--- src/rtl/rr_mux_arbiter.sv ---
// rr_mux_arbiter: round-robin N:1 arbiter/sequencer driving a shared mux onto a valid/ready output
// Ports: clk, rst (sync, active-high); req[N] and in_data[N*DATA_W] from the requesters;
// gnt one-hot transfer ack; sel registered mux select; out_valid/out_data/out_ready to the sink;
// busy high while a word is being offered.
module rr_mux_arbiter #(
    parameter  int N      = 16,
    parameter  int DATA_W = 8,
    localparam int SEL_W  = N > 1 ? $clog2(N) : 1
) (
    input  logic                clk,
    input  logic                rst,
    input  logic [N-1:0]        req,
    input  logic [N*DATA_W-1:0] in_data,
    output logic [N-1:0]        gnt,
    output logic [SEL_W-1:0]    sel,
    output logic                out_valid,
    output logic [DATA_W-1:0]   out_data,
    input  logic                out_ready,
    output logic                busy
);
    typedef enum logic {IDLE, GRANT} state_t;
    state_t             state, state_nx;
    logic [SEL_W-1:0]   ptr, ptr_nx, sel_nx, ptr_inc, start, win;
    logic [N-1:0]       sel_oh, cand;
    logic               hs, adv, found;
    always_ff @(posedge clk) begin
        if (rst) begin
            state <= IDLE;
            sel   <= '0;
            ptr   <= '0;
        end else begin
            state <= state_nx;
            sel   <= sel_nx;
            ptr   <= ptr_nx;
        end
    end
    // After a handshake the search restarts just past the finished owner and
    // excludes it, so the owner cannot win twice in a row.
    always_comb begin
        sel_oh  = N'(1) << sel;
        hs      = state == GRANT && out_ready;
        ptr_inc = sel == SEL_W'(N - 1) ? '0 : sel + 1'b1;
        start   = hs ? ptr_inc : ptr;
        cand    = hs ? req & ~sel_oh : req;
        found   = 1'b0;
        win     = '0;
        for (int i = 0; i < N; i++) begin
            if (!found && cand[(int'(start) + i) % N]) begin
                found = 1'b1;
                win   = SEL_W'((int'(start) + i) % N);
            end
        end
        adv      = state == IDLE || hs;
        state_nx = adv ? (found ? GRANT : IDLE) : state;
        sel_nx   = adv && found ? win : sel;
        ptr_nx   = hs ? ptr_inc : ptr;
    end
    assign out_valid = state == GRANT;
    assign busy      = out_valid;
    assign gnt       = hs ? sel_oh : '0;
    assign out_data  = in_data[int'(sel)*DATA_W +: DATA_W];
endmodule

--- config.mk ---
export PLATFORM = sky130hd
export DESIGN_NAME = rr_mux_arbiter
export DESIGN_NICKNAME = d
export VERILOG_FILES = /design/src/rtl/rr_mux_arbiter.sv
export SDC_FILE = /design/constraint.sdc
export NUM_CORES = 1
export LEC_CHECK = 0
export BUFFER_PORTS_ARGS = -buffer_cell sky130_fd_sc_hd__buf_4
export CORE_UTILIZATION = 35
export DETAILED_ROUTE_END_ITERATION = 12
export GPL_TIMING_DRIVEN = 1
export PLACE_DENSITY = 0.58
export SYNTH_ARGS = -nofsm -noshare
export SYNTH_HDL_FRONTEND = slang
export SYNTH_SLANG_ARGS = --single-unit
--- constraint.sdc ---
create_clock -name clk -period 7.2 [get_ports clk]
set_input_delay 1.44 -clock clk [delete_from_list [all_inputs] [get_ports clk]]
set_output_delay 1.44 -clock clk [all_outputs]
set_load 0.1 [all_outputs]
==> results.txt <==
status: finished clean
WHS: 701.3 ps
pin slew with the least headroom to its limit: 1142 ps
H-tree levels: 1
die height: 110.0 um
final setup vio count: 0
buffers added on ports: 176
CP Capture Type: flip-flop
first-pass GRT wire length: 24,160 um
Via Count: 4,887
clock tree buffer depth: 2
Pwr Total: 2.246 mW
row cnt: 39
share of layout cells above drive strength 1: 38.32%
met3 usage: 3.469%
via/cell ratio: 6.124
FF+latch count, synth: 9
Synth area leaders: mux4_2, mux2i_1, dfxtp_1
Post-CTS Setup Repair Bufs: 0
LEAKAGE: 2.291 nW
core region area: 0.01142 mm2
Max Clk Rate: 0.1711 GHz
non-filler cells, final: 798
register area share after synthesis: 4.412%
Synth top area share: 15.44%
number of synthesized flops with an enable pin: 0
GRT met2 Usage: 45.98%
Critical Path Start Type: input port
Synth Warn #: 0
ANT nets after route: 0
Distinct cells, synth: 74
Max Cap Viol: 0
WS Path Type: in -> reg
area delta synth->final: 35.29%
period utilization: 81.19%
pwr dens: 406.5 mW/mm2
hold buffers post-CTS: 0
relative slew slack: 23.61%
minimum clock period: 5846 ps
Root Driver: clkbuf_16
largest net degree at the start of global routing: 32
Post-Syn Area: 0.004084 mm2
met1 Use GR: 33.08%
fin. max-slew vios: 0
Worst-path clk slew: 40 ps
Worst-Skew Late Latency: 230 ps
Async SR Flop Fraction: 0%
Setup TNS: 0 ps
number of global-route vias before repair: 4,472
RSZ-0062 raised after global routing: no
Final Util: 48.39%
Setup WS pre-CTS: 1170 ps
CTS tree: done
Inst Count DP: 794
DP Wirelength: 13,690 um
Die W: 110.0 um
Crit path required time: 7350 ps
Initial Util: 35.77%
final hold vios: 0
drt pass-1 iters: 5
drc violations: 0
initial antenna violation count: 0
DR WL/cell: 21.22 um
all-layer global routing usage: 26.71%
Max VDD drop: 0.2859 mV
# resized after CTS: 0
cells after synthesis: 506
Synth area leader: mux4_2
ys flop type: dfxtp_1
number of DRC violations after detailed-routing iteration 0: 436
crit path DAT: 6000 ps
Inserted Diodes: 0
clock skew: 1.255 ps
Mapped Avg Cell Area: 8.071 um2
die area: 0.01210 mm2
RePlAce Congestion: 0.9935
Mapped Nets: 665
Ports: 177
gr ovfl total: 0
Final WS setup: 1354 ps
CP Max Fanout: 16
Worst Hold Class: reg -> reg
design area: 0.005525 mm2
CTS Sinks: 9
Most Used Layer, Global Route: met2
placed instance area: 0.005446 mm2
TritonCTS buffer count: 3
NumNets Final: 815
Post-Route WL: 16,940 um
FILL cells: 1,128
## state kept, by name (all words and copies together) (netlist names)
signal  cells
busy        1
ptr         4
sel         4
## critical path, stage by stage
cell       delay, ps
buf_4            160
nand2_1          130
a2bb2oi_4        530
inv_4            210
ha_1             550
inv_1            490
mux4_2           600
mux2_2           350
a2111oi_2        410
and3_1           360
a41oi_4          230
a311o_1          380
a211oi_2         140
## where the power goes
part,internal [mW],switching [mW],total (mW)
Sequential,0.0624,0.0638,0.126
Clock,0.0738,0.0216,0.0953
Combinational,0.698,1.33,2.02
Total,0.835,1.41,2.25
## cells by family (layout without fill, tap and decap cells)
logic type      Yosys count  in the layout  share of synthesized area (%)
compound gates          158            158                          27.94
simple gates            157            157                          18.90
mux                     107            107                          35.78
buf+inv                  49            198                          5.821
xor+xnor                 14             14                          3.462
fa+ha+maj                12             12                          3.676
flops                     9              9                          4.412
## cell usage after synthesis (5+ instances only)
library cell	count
mux2i_1	56
nor2_1	47
nand2_1	43
o21ai_0	32
mux4_2	28
a21oi_1	25
a221oi_1	17
clkbuf_1	16
mux2_2	14
nor3_1	13
ha_1	12
nand3_1	12
buf_2	9
dfxtp_1	9
a22oi_1	8
o211ai_1	8
xnor2_1	8
a22o_1	7
a31oi_1	7
buf_1	7
o21ai_1	7
o22ai_1	7
and2_1	6
inv_1	6
mux2_1	6
o21a_1	6
nand3b_1	5
xor2_1	5
## layer usage
metal	part of all wire, %	wire length [um]
met1	40	6791
met2	48	8185
met3	7.4	1252
met4	4.2	707
met5	0	0
## path summary, 6_finish.rpt
check                 start      to  slack (ps)  depth (start not counted)
setup / recovery  out_ready  sel[3]        1350                         13
hold / removal       ptr[0]  ptr[0]         700                          2
setup reg to reg     sel[1]  sel[3]        1400                         16
hold reg to reg      ptr[0]  ptr[0]         700                          2
## layout make-up
cell class	count	area [um2]	share of cell area (%)
Clock buffer	4	78.83	1.427
Timing Repair Buffer	183	1374	24.86
Tap cell	143	178.9	3.238
Inverter	11	46.29	0.8379
Sequential cell	9	181.4	3.284
Multi-Input combinational cell	448	3666	66.35
## layout by cell type (no fill, tap or decap), types with 4 or more instances in the layout
| cell | instances |
|---|---|
| a211oi_1 | 4 |
| a21oi_1 | 25 |
| a221oi_1 | 17 |
| a22o_1 | 7 |
| a22oi_1 | 8 |
| a31oi_1 | 7 |
| and2_1 | 6 |
| and3_1 | 4 |
| buf_4 | 183 |
| dfxtp_1 | 8 |
| ha_1 | 12 |
| inv_1 | 6 |
| mux2_1 | 6 |
| mux2_2 | 14 |
| mux2i_1 | 56 |
| mux4_2 | 28 |
| nand2_1 | 43 |
| nand2b_1 | 4 |
| nand3_1 | 12 |
| nand3b_1 | 5 |
| nand4_1 | 4 |
| nor2_1 | 47 |
| nor3_1 | 13 |
| o211ai_1 | 8 |
| o21a_1 | 6 |
| o21ai_0 | 32 |
| o21ai_1 | 7 |
| o22ai_1 | 7 |
| xnor2_1 | 8 |
| xor2_1 | 5 |
No activity file was read; power rests on OpenSTA's default activity.
